[src/rtl/ram_ctrl_pkg.sv]
// ram_ctrl_pkg: shared widths, FSM encoding and port indices for the RAM arbiter.
package ram_ctrl_pkg;

    // Default geometry of the main RAM: 512 words of 32 bits.
    localparam int ADDR_W_DEF = 9;
    localparam int DATA_W_DEF = 32;

    // Wait counter width; enough for WAIT_CYCLES up to 15.
    localparam int CNT_W = 4;

    // Requester indices, used for grant vectors, ack vectors and rdata arrays.
    localparam int NUM_PORTS = 2;
    localparam int PORT_D    = 0;
    localparam int PORT_F    = 1;

    // Sequencer states.
    typedef enum logic [1:0] {
        IDLE   = 2'd0,
        ACCESS = 2'd1,
        ACK    = 2'd2
    } state_t;

    // Value loaded into the wait counter so that the strobe stays high for
    // exactly wait_cycles clock cycles (the counter expires at zero).
    function automatic logic [CNT_W-1:0] wait_load(input int wait_cycles);
        return CNT_W'(wait_cycles - 1);
    endfunction

endpackage

[src/rtl/rr_arbiter2.sv]
// rr_arbiter2: two-way round-robin arbiter with a last-grant pointer.
// The grant is combinational from the current requests and the pointer; the
// pointer only moves when the owner of the grant has finished (i_update).
module rr_arbiter2
    import ram_ctrl_pkg::*;
(
    input  logic       i_clock,
    input  logic       i_clear,
    input  logic [1:0] i_req,
    input  logic       i_update,
    input  logic       i_winner,
    output logic [1:0] o_grant
);

    // Index of the port that was served last; starts at fetch so the data
    // port wins the very first tie.
    logic r_last;

    // Last-grant pointer: reset to fetch, updated on completion of an access.
    always_ff @(posedge i_clock) begin
        if (i_clear) begin
            r_last <= 1'(PORT_F);
        end else if (i_update) begin
            r_last <= i_winner;
        end
    end

    // One-hot grant: a lone requester always wins, a tie goes to the port
    // that was not served last.
    always_comb begin
        o_grant         = '0;
        o_grant[PORT_D] = i_req[PORT_D] & (~i_req[PORT_F] | (r_last == 1'(PORT_F)));
        o_grant[PORT_F] = i_req[PORT_F] & (~i_req[PORT_D] | (r_last == 1'(PORT_D)));
    end

endmodule

[src/rtl/ram_arbiter.sv]
// ram_arbiter: sequences the shared main RAM between the data (load/store)
// port and the read-only fetch port. Address, write data and strobes are all
// registered; address and data only change on the IDLE->ACCESS edge, while
// both strobes are low, so the RAM never sees a change under an active strobe.
module ram_arbiter
    import ram_ctrl_pkg::*;
#(
    parameter int ADDR_W      = ADDR_W_DEF,
    parameter int DATA_W      = DATA_W_DEF,
    parameter int WAIT_CYCLES = 1           // strobe length in cycles, 1..15
) (
    input  logic              clock,
    input  logic              clear,
    // data port
    input  logic              d_req,
    input  logic              d_we,
    input  logic [ADDR_W-1:0] d_addr,
    input  logic [DATA_W-1:0] d_wdata,
    output logic              d_ack,
    output logic [DATA_W-1:0] d_rdata,
    // fetch port
    input  logic              f_req,
    input  logic [ADDR_W-1:0] f_addr,
    output logic              f_ack,
    output logic [DATA_W-1:0] f_rdata,
    // RAM side
    output logic              ram_read,
    output logic              ram_write,
    output logic [ADDR_W-1:0] ram_address,
    output logic [DATA_W-1:0] ram_wdata,
    input  logic [DATA_W-1:0] ram_rdata,
    output logic              busy
);

    localparam logic [CNT_W-1:0] CNT_LOAD = wait_load(WAIT_CYCLES);

    // FSM state
    state_t             r_state;
    state_t             w_state_next;

    // Arbitration
    logic [1:0]         w_grant;
    logic               w_update;
    logic               r_win;          // port index of the current access
    logic               w_win_next;

    // Strobe timing
    logic [CNT_W-1:0]   r_cnt;
    logic [CNT_W-1:0]   w_cnt_next;
    logic               r_read;
    logic               r_write;
    logic               w_read_next;
    logic               w_write_next;

    // RAM address / write data
    logic [ADDR_W-1:0]  r_addr;
    logic [ADDR_W-1:0]  w_addr_next;
    logic [DATA_W-1:0]  r_wdata;
    logic [DATA_W-1:0]  w_wdata_next;

    // Per-port completion
    logic               w_capture;
    logic [1:0]         w_ack_next;
    logic [1:0]         r_ack;
    logic [DATA_W-1:0]  r_rdata [NUM_PORTS];

    logic               r_busy;
    logic               w_busy_next;

    rr_arbiter2 u_arb (
        .i_clock  (clock),
        .i_clear  (clear),
        .i_req    ({f_req, d_req}),
        .i_update (w_update),
        .i_winner (r_win),
        .o_grant  (w_grant)
    );

    // State register.
    always_ff @(posedge clock) begin
        if (clear) begin
            r_state <= IDLE;
        end else begin
            r_state <= w_state_next;
        end
    end

    // Next-state logic: one access is IDLE -> ACCESS (WAIT_CYCLES) -> ACK.
    always_comb begin
        w_state_next = r_state;
        unique case (r_state)
            IDLE:    if (|w_grant)      w_state_next = ACCESS;
            ACCESS:  if (r_cnt == '0)   w_state_next = ACK;
            ACK:                        w_state_next = IDLE;
            default:                    w_state_next = IDLE;
        endcase
    end

    // Output logic: next values for the registered RAM interface, acks and
    // read-data capture. Address and write data hold everywhere except the
    // grant in IDLE.
    always_comb begin
        w_win_next   = r_win;
        w_cnt_next   = r_cnt;
        w_read_next  = 1'b0;
        w_write_next = 1'b0;
        w_addr_next  = r_addr;
        w_wdata_next = r_wdata;
        w_capture    = 1'b0;
        w_ack_next   = '0;
        w_update     = 1'b0;
        unique case (r_state)
            IDLE: begin
                if (w_grant[PORT_F]) begin
                    // Fetch is read-only.
                    w_win_next  = 1'(PORT_F);
                    w_addr_next = f_addr;
                    w_read_next = 1'b1;
                    w_cnt_next  = CNT_LOAD;
                end else if (w_grant[PORT_D]) begin
                    w_win_next   = 1'(PORT_D);
                    w_addr_next  = d_addr;
                    w_read_next  = ~d_we;
                    w_write_next = d_we;
                    if (d_we) begin
                        w_wdata_next = d_wdata;
                    end
                    w_cnt_next   = CNT_LOAD;
                end
            end
            ACCESS: begin
                if (r_cnt == '0) begin
                    // Last strobe cycle: sample read data while ram_read is
                    // still high, then drop both strobes.
                    w_capture         = r_read;
                    w_ack_next[r_win] = 1'b1;
                end else begin
                    w_cnt_next   = r_cnt - 1'b1;
                    w_read_next  = r_read;
                    w_write_next = r_write;
                end
            end
            ACK: begin
                w_update = 1'b1;
            end
            default: begin
                w_update = 1'b0;
            end
        endcase
    end

    // busy mirrors "state is not IDLE" as a registered output.
    assign w_busy_next = (w_state_next != IDLE);

    // Shared RAM-side registers.
    always_ff @(posedge clock) begin
        if (clear) begin
            r_win   <= 1'(PORT_D);
            r_cnt   <= '0;
            r_read  <= 1'b0;
            r_write <= 1'b0;
            r_addr  <= '0;
            r_wdata <= '0;
            r_busy  <= 1'b0;
        end else begin
            r_win   <= w_win_next;
            r_cnt   <= w_cnt_next;
            r_read  <= w_read_next;
            r_write <= w_write_next;
            r_addr  <= w_addr_next;
            r_wdata <= w_wdata_next;
            r_busy  <= w_busy_next;
        end
    end

    // Per-port ack pulse and read-data register; rdata only moves on a read
    // owned by that port.
    genvar gi;
    generate
        for (gi = 0; gi < NUM_PORTS; gi++) begin : g_port
            always_ff @(posedge clock) begin
                if (clear) begin
                    r_ack[gi]   <= 1'b0;
                    r_rdata[gi] <= '0;
                end else begin
                    r_ack[gi] <= w_ack_next[gi];
                    if (w_capture && (r_win == 1'(gi))) begin
                        r_rdata[gi] <= ram_rdata;
                    end
                end
            end
        end
    endgenerate

    assign d_ack       = r_ack[PORT_D];
    assign f_ack       = r_ack[PORT_F];
    assign d_rdata     = r_rdata[PORT_D];
    assign f_rdata     = r_rdata[PORT_F];
    assign ram_read    = r_read;
    assign ram_write   = r_write;
    assign ram_address = r_addr;
    assign ram_wdata   = r_wdata;
    assign busy        = r_busy;

endmodule

[config.mk]
export PLATFORM = sky130hd
export DESIGN_NAME = ram_arbiter
export DESIGN_NICKNAME = d
export VERILOG_FILES = /design/src/rtl/ram_ctrl_pkg.sv /design/src/rtl/rr_arbiter2.sv /design/src/rtl/ram_arbiter.sv
export SDC_FILE = /design/constraint.sdc
export NUM_CORES = 1
export LEC_CHECK = 0
export ABC_AREA = 0
export BUFFER_PORTS_ARGS = -buffer_cell sky130_fd_sc_hd__buf_2
export CAP_MARGIN = 20
export CORE_AREA = 3 3 112 114
export CTS_BUF_LIST = sky130_fd_sc_hd__clkbuf_8
export CTS_CLUSTER_DIAMETER = 40
export DETAILED_ROUTE_END_ITERATION = 6
export DIE_AREA = 0 0 115 117
export GPL_TIMING_DRIVEN = 1
export PLACE_DENSITY_LB_ADDON = 0.12
export SYNTH_ARGS = -nofsm -noshare
export SYNTH_HDL_FRONTEND = slang
export SYNTH_SLANG_ARGS = --single-unit
[constraint.sdc]
create_clock -name clock -period 8.89 [get_ports clock]
set_input_delay 0.4445 -clock clock [delete_from_list [all_inputs] [get_ports clock]]
set_output_delay 0.4445 -clock clock [all_outputs]
set_load 0.01 [all_outputs]
# Word level (Yosys, flattened, before mapping)
# Memories as Yosys holds them, arrays and structs flattened.
# Cells that the tools add are included.
# classes
mux,33
order_cmp,2
n_bitwise,14
addsub,1
eq_ne,5
n_reduce_logical,13
# ops
cell,n
$mux W32,2
$mux W1,19
$mux W9,2
$mux W4,3
$not A1 Y1,8
$pmux W4 S2,1
$reduce_bool A2 Y1,3
$logic_not A4 Y1,1
$mux W2,2
$ne A2 B2 Y1 const B,2
$or A1 B1 Y1,4
$pmux W1 S2,2
$pmux W2 S2,1
$reduce_and A4 Y1,1
$sub A4 B1 Y4 const B,1
$logic_and A1 B1 Y1,3
$ne A3 B1 Y1 const B,1
$reduce_and A3 Y1,1
$reduce_or A3 Y1,1
$and A1 B1 Y1,2
$eq A2 B1 Y1 const B,1
$eq A2 B2 Y1 const B,1
$logic_not A2 Y1,1
$lt A1 B2 Y1 const B,1
other kinds (4),4
# word_totals
wordCells,80
input_bits,87
output_inout_bits,110
n_memories,1
mem_bits_rw,64
ff_bits,54
# mem_list
memory,words,width,rd,rd_clocked_by_memory_dff,write_ports,line_no,rtl
r_rdata,2,32,2,0,2,ram_arbiter.sv:65,logic [DATA_W-1:0] r_rdata [NUM_PORTS];

# Depth between registers and ports, before layout
# Gate-level depths: netlist of run 1.
# depth
depth_word,8
ltp_mapped,6
depth_no_buf,5

# By module
# A second synthesis of run 1 with hierarchy kept.
# unflattened
hier_cells,396
hier_area_um2,4664.5
# by_module_without_submodules
module,cells_each,area_each_um2,n_inst,seq_area_each_um2
ram_arbiter,389,4605.7,1,2982.9
rr_arbiter2,7,58.8,1,20.0

# Least setup slack after synthesis of run 1
# No wires, ideal clock.
# synth_timing
kind,register to register
start,register r_cnt[0]
end,"memory r_rdata[0][0] (netlist bit), enable pin"
t_arrival_ns,2.448
required_time_ns,8.462
setup_slack_ns,6.014
stages_incl_launch_ff,6
n_path_buf,0
synth_period_minus_slack_ns,2.876
setup_time_ns,0.428
cell_sequence,dfxtp_1 inv_1 ha_1 nor3b_4 nand3_1 o21bai_1
# synth_rtl
element,line_no,rtl
from (decl),ram_arbiter.sv:48,logic [CNT_W-1:0] r_cnt;
from (signal assigned),ram_arbiter.sv:167,r_cnt <= w_cnt_next;
to (decl),ram_arbiter.sv:65,

# Worst setup path in the final report of run 1
# layout_timing
start,register r_state[0]
end,"register r_wdata[22], in the netlist ram_wdata[22]"
# layout_between
elab_chain_len,2
# layout_lines
element,line_no,rtl
from (decl),ram_arbiter.sv:38,state_t r_state;
from (signal assigned),ram_arbiter.sv:84,r_state <= w_state_next;
$logic_not A2 Y1,ram_arbiter.sv:112,unique case (r_state)
$reduce_and A4 Y1 (no source line),n/a,
to (signal assigned),ram_arbiter.sv:171,r_wdata <= w_wdata_next;
to (decl),ram_arbiter.sv:58,logic [DATA_W-1:0] r_wdata;
# No other way between the ends.
# A chain may end at the register's enable or synchronous reset.

==> flow_summary.ini, run 1 <==
[clock_tree]
holdBufCountCts = 0
cts_setup_buffers = 0
cts_tree = yes
cts.sinks = 118
path_clk_slew_ps = 70
insertion_delay_ps = 420
cts_root_buf = clkbuf_8
htree_levels = 4
post_cts_resized = 0
clock_path_buffers = 2
numCtsBuffers = 17

[timing]
slew_viol_final = 0
finalHoldViolCount = 0
fin_setup_tns_ps = 0
max_slew.worst_pin.slew_ps = 990.6
rsz0062_at_grt = no
finalCritPeriodShare = 0.2683
max_freq_mhz = 419.3
max-slew-margin-rel = 0.3396
skew_ps = 6.965
setup_viol = 0
min_period_ps = 2385

[drt]
remaining_drc_errors = 0
dr.pass1.iters = 4
routed_via_density = 4.786
routedWlPerCell_um = 14.88
dr.first_iter.drc_count = 189
ant_nets = 0
vias = 3575
wirelength_um = 11110

[worst_setup_path]
crit_fanout = 32
cp_data_required_time_ps = 9230
setup.worst_path.end_class = flip-flop
worstReg2RegEnd = ram_wdata[22]
crit_type = reg -> reg
r2r_cells = 3
rrSetupSlack_ps = 6500
regToRegStartpoint = r_state[0]
cp.arrival_ps = 2720
cp-start-kind = flip-flop

[power_and_ir_drop]
p_switching_uw = 286.8
p_int_uw = 901.0
p_sw_frac = 0.2414
power_uw = 1188
p_leak_uw = 0.002798
power_density_nw_per_um2 = 189.5
p_comb_frac = 0.108
p_seq_frac = 0.520
power_frac_clock = 0.372
peakVddDrop_mv = 0.06854

[die]
pin_count = 197
fp.dieH_um = 117
core_um2 = 11520
rows = 39
die-area_um2 = 13460
start_util = 0.4250
dieWidth_um = 115

[grt]
grt_pass1_wl_um = 16790
grt_max_degree = 91
antenna_found_initial = 0
overflow = 0
track_usage = 0.1618
grt_pass1_vias = 3550

[logic_synthesis]
async_reset_ff_frac = 0
synth_compound_area_frac = 0.05291
synth_top_cell_area_share = 0.3926
synth_edf_count = 64
synth_seq_cells = 118
yosysSeqAreaShare = 0.6135
synth.most_common_cell = nand2b_1
avgSynthCellArea_um2 = 12.24
synth_area_leaders = edfxtp_1 (39%), dfxtp_1 (22%), nand2b_1 (8.4%)
yosysUniqueCellTypes = 43
ys.flop_type = edfxtp_1
synthAdderAreaFrac = 0.005112
synthTopCellsByCount = nand2b_1 (66), and2_1 (65), edfxtp_1 (64), dfxtp_1 (54), mux2i_1 (32)
synth_xor_area_frac = 0
synth_top_family_by_area = simple AND/OR/NAND/NOR gates
yosysTopAreaCell = edfxtp_1
synth_warnings = 0
syn_nets = 489
muxShareOfSynthArea = 0.06544
netlist_instances = 400
synthSimpleGateAreaFrac = 0.2260
synth_area_um2 = 4895

[hold_path]
min_from = d_wdata[24]
hp-class = in -> reg
hold-path-endpoint = ram_wdata[24]
min_path_cells = 3

[placed_design]
dp_hpwl_um = 7752
io_buffers = 196
gp_congestion = 0.7993
placed_cells = 714

[cells_and_area]
fin_cells = 747
drive_gt1_frac = 0.3881
final_nets = 679
area_growth_pct = 28.04

[run_status]
status = finished, final reports clean

[flow_run]
maxCapViolations = 0
area by class of cell:
cell class              instances  area, µm²
well taps                     143      178.9
clock buffers                  17      234.0
inverters                       2      7.507
flip-flops and latches        118       3003
diodes                          1      2.502
fillers                      1017       5249
repair buffers                198      996.0
multi-input cells             253       1723
clock inverters                15      122.6
power by group through the flow:
stage	clock, µW	sequential, µW	combinational, µW
3_5_place_dp	0	630	130
5_1_grt	477	621	141
2_1_floorplan	0	643	57.9
6_report	442	618	128
4_1_cts	454	618	130
3_3_place_gp	0	629	129
flip-flops by register name, indices dropped and copies added (netlist names):
name and count:
r_rdata 64, ram_wdata 32, ram_address 9, r_cnt 4, r_state 2, busy 1
d_ack 1, f_ack 1, r_win 1, ram_read 1, ram_write 1, u_arb.r_last 1
metal layers:
| layer | global-route usage | up-vias | share of wire | routed length [µm] |
|---|---|---|---|---|
| li1 | - | 1763 | - | - |
| met1 | 0.1984 | 1659 | 0.44 | 4845 |
| met4 | 0.07199 | 0 | 0.013 | 146 |
| met2 | 0.2620 | 141 | 0.47 | 5271 |
| met3 | 0.05244 | 12 | 0.076 | 850 |
| met5 | 0 | - | 0 | 0 |
placed cells by master (no fill, tap or decap), types with 3 or more instances in the layout:
cell type,count
clkinv_1,3
edfxtp_1,64
nand2b_1,66
nor2b_1,4
mux2i_1,32
and2_1,65
a311oi_1,9
nand3_1,5
nor2_1,4
a21oi_1,16
clkbuf_8,17
dfxtp_1,54
inv_1,5
nand2_1,21
buf_2,196
clkinv_2,5
worst max-delay path: stages (launching register included):
cell,delay (ps)
dfxtp_1,360
nor2_1,610
and4_2,1030
mux2i_1,280
kinds of logic after synthesis:
| logic type | count (synthesis) |
|---|---|
| simple gates | 182 |
| mux | 32 |
| flops | 118 |
| fa+ha+maj | 2 |
| buf+inv | 29 |
| compound gates | 37 |
how the worst max path moves through the flow:
stage                           from             to  cells past startpoint
final                     r_state[0]  ram_wdata[22]                      3
after detailed placement  r_state[0]  ram_wdata[19]                      3
after global placement    r_state[0]  ram_wdata[17]                      3
after CTS                 r_state[0]  ram_wdata[19]                      3
after floorplan             r_cnt[0]  r_rdata[0][0]                      5
after global routing      r_state[0]  ram_wdata[22]                      3
through the flow:
stage,setup slack (ps),hold WS [ps],util,cell area [µm²]
floorplan,6014,461.7,-,4895
global placement,6555,455.1,0.5130,5908
detailed placement,6498,461.5,0.5130,5908
CTS,6465,244.4,0.5440,6265
global route,6319,255.9,0.5440,6265
finish,6505,278.9,0.5442,6267
(Power assumes the default switching activity.)
==> run 2: changes to the inputs <==
Settings changed: ABC_AREA 0 to 1.
Clock period 8.89 ns to 2 ns, I/O delays scaled along.
==> run 2 against run 1 <==
Against the previous run:
- area after synthesis shrank 1.6%
- synthesized cell count grew 31%
- sequential power grew to 4.6 times the previous value
- register-to-register slack lost 6400 ps
- clock skew grew 6.3 ps
- largest power group unchanged
- highest routed layer unchanged
==> flow_summary.ini, run 2 <==
[clock_tree]
insertion_delay_ps = 430
clock_path_buffers = 2
cts_root_buf = clkbuf_8
htree_levels = 4
path_clk_slew_ps = 60
cts_tree = yes
cts.sinks = 118
cts_setup_buffers = 0
numCtsBuffers = 17

[die]
rows = 39
dieWidth_um = 115
core_um2 = 11520
pin_count = 197
die-area_um2 = 13460
fp.dieH_um = 117
start_util = 0.4184

[drt]
ant_nets = 0
dr.first_iter.drc_count = 261
routedWlPerCell_um = 13.10
wirelength_um = 12570
dr.pass1.iters = 4
vias = 4308
remaining_drc_errors = 0
routed_via_density = 4.492

[power_and_ir_drop]
power_density_nw_per_um2 = 823.3
peakVddDrop_mv = 0.4450
p_leak_uw = 0.003612

[logic_synthesis]
netlist_instances = 523
synthTopCellsByCount = nand2_1 (121), nor2_1 (93), inv_1 (76), edfxtp_1 (64), dfxtp_1 (54)
synth_edf_count = 64
synth_top_cell_area_share = 0.3989
yosysTopAreaCell = edfxtp_1
yosysUniqueCellTypes = 20
synth_warnings = 0
async_reset_ff_frac = 0
synth_seq_cells = 118
synth.most_common_cell = nand2_1
synth_area_um2 = 4818
synth_area_leaders = edfxtp_1 (40%), dfxtp_1 (22%), nand2_1 (9.4%)
avgSynthCellArea_um2 = 9.213
ys.flop_type = edfxtp_1
syn_nets = 612
yosysSeqAreaShare = 0.6232

[worst_setup_path]
max_stage_delay_ps = 310
worstReg2RegEnd = r_rdata[1][3]
crit_path_top_delay_cell = dfxtp_1
crit_type = reg -> reg
cp-start-kind = flip-flop
crit_fanout = 32
regToRegStartpoint = r_cnt[0]
setup.worst_path.end_class = flip-flop
r2r_cells = 7
cp.arrival_ps = 1970
rrSetupSlack_ps = 150
crit_chain = inv_1, ha_1, nand3_2, nor2_8, nand2_2, o21ai_4, buf_12
critPathTopFamily = simple AND/OR/NAND/NOR gates
path_buf_inv = 2
cp_data_required_time_ps = 2130

[cells_and_area]
final_nets = 893
final_common_cell = buf_2
fill_cells = 979
fin_util = 0.6181
fin_cells = 959
multi_input_area_um2 = 1418
largest_reg_flops = 64
diodes = 0
seq_area_um2 = 3003
largest_register = r_rdata
drive_gt1_frac = 0.3468
area_growth_pct = 47.73
most-common-layout-cells = buf_2 (196), nand2_1 (120), nor2_1 (93), dlygate4sd3_1 (80), inv_1 (76)

[timing]
skew_ps = 13.22
fin_hold_ws_ps = 41.24
max_freq_mhz = 541.7
fin_setup_tns_ps = 0
slew_viol_final = 0
setup_viol = 0
max-slew-margin-rel = 0.5500
min_period_ps = 1846
finalHoldViolCount = 0
rsz0062_at_grt = no
max_slew.worst_pin.slew_ps = 674.9
timing.final.ws_setup_ps = 153.9
finalCritPeriodShare = 0.9230

[flow_run]
maxCapViolations = 0

[placed_design]
io_buffers = 196
gp_congestion = 0.7444
place_ws_ps = 115.1
placed_cells = 847
dp_hpwl_um = 8037

[run_status]
status = finished, final reports clean

[grt]
grt_pass1_vias = 4089
grt_pass1_wl_um = 19060
overflow = 0
antenna_found_initial = 0
grt_max_degree = 66
track_usage = 0.1824

[hold_path]
hp-class = in -> reg
min_from = f_addr[7]
hold-path-endpoint = ram_address[7]
min_path_cells = 5
==> run 2: final cells by class <==
type | instances | area share
Timing Repair Buffer | 284 | 0.2623
Multi-Input combinational cell | 303 | 0.1992
Sequential cell | 118 | 0.4219
Inverter | 80 | 0.04219
Clock inverter | 14 | 0.01652
Clock buffer | 17 | 0.03287
Tap cell | 143 | 0.02514
==> run 2: timing repair <==
action                                  4_1_cts  5_1_grt
gates resized for setup                       0        2
hold buffers                                 80        0
endpoints found under the setup margin        0        7
endpoints found under the hold margin       104        0
==> run 2: cell families after synthesis <==
family | share of synthesized area
simple gates | 0.2589
flops | 0.6232
buf+inv | 0.09218
compound gates | 0.02051
fa+ha+maj | 0.005193
==> run 2: tightest hold or removal path, stage by stage <==
cell and delay (ps):
buf_2 100, nand3_1 70, nand2_1 50, nand2_1 50, a21oi_1 50
==> run 2: power by group <==
group	switching [µW]	total (µW)	internal (µW)
clock network	900	1960	1060
registers	96.1	2830	2740
logic	614	1070	453
total	1610	5860	4250
==> run 2: how the worst max path moves through the flow <==
stage	cells past startpoint	slack, ps	from	end
3_5_place_dp	6	120	r_cnt[0]	r_rdata[0][8]
4_1_cts	6	100	r_cnt[0]	r_rdata[0][21]
3_3_place_gp	7	240	r_cnt[0]	r_rdata[1][20]
5_1_grt	7	40	r_cnt[0]	r_rdata[1][21]
6_report	7	150	r_cnt[0]	r_rdata[1][3]
2_1_floorplan	6	-260	r_cnt[0]	r_rdata[0][0]
==> run 2: per-layer routing <==
layer  wire length [µm]  up-vias  share of wire  GRT usage
met3                898       25          0.071    0.06067
met2               6061      171           0.48     0.3102
met4                306        0          0.024    0.08607
li1                   -     2172              -          -
met1               5299     1940           0.42     0.2080
met5                  0        -              0          0
==> run 2: through the flow <==
step / total power, µW / instance area (µm²)
2_1_floorplan: 3434 / 4826
3_3_place_gp: 3774 / 5942
3_5_place_dp: 3805 / 5942
4_1_cts: 5908 / 7094
5_1_grt: 6164 / 7118
6_report: 5860 / 7118
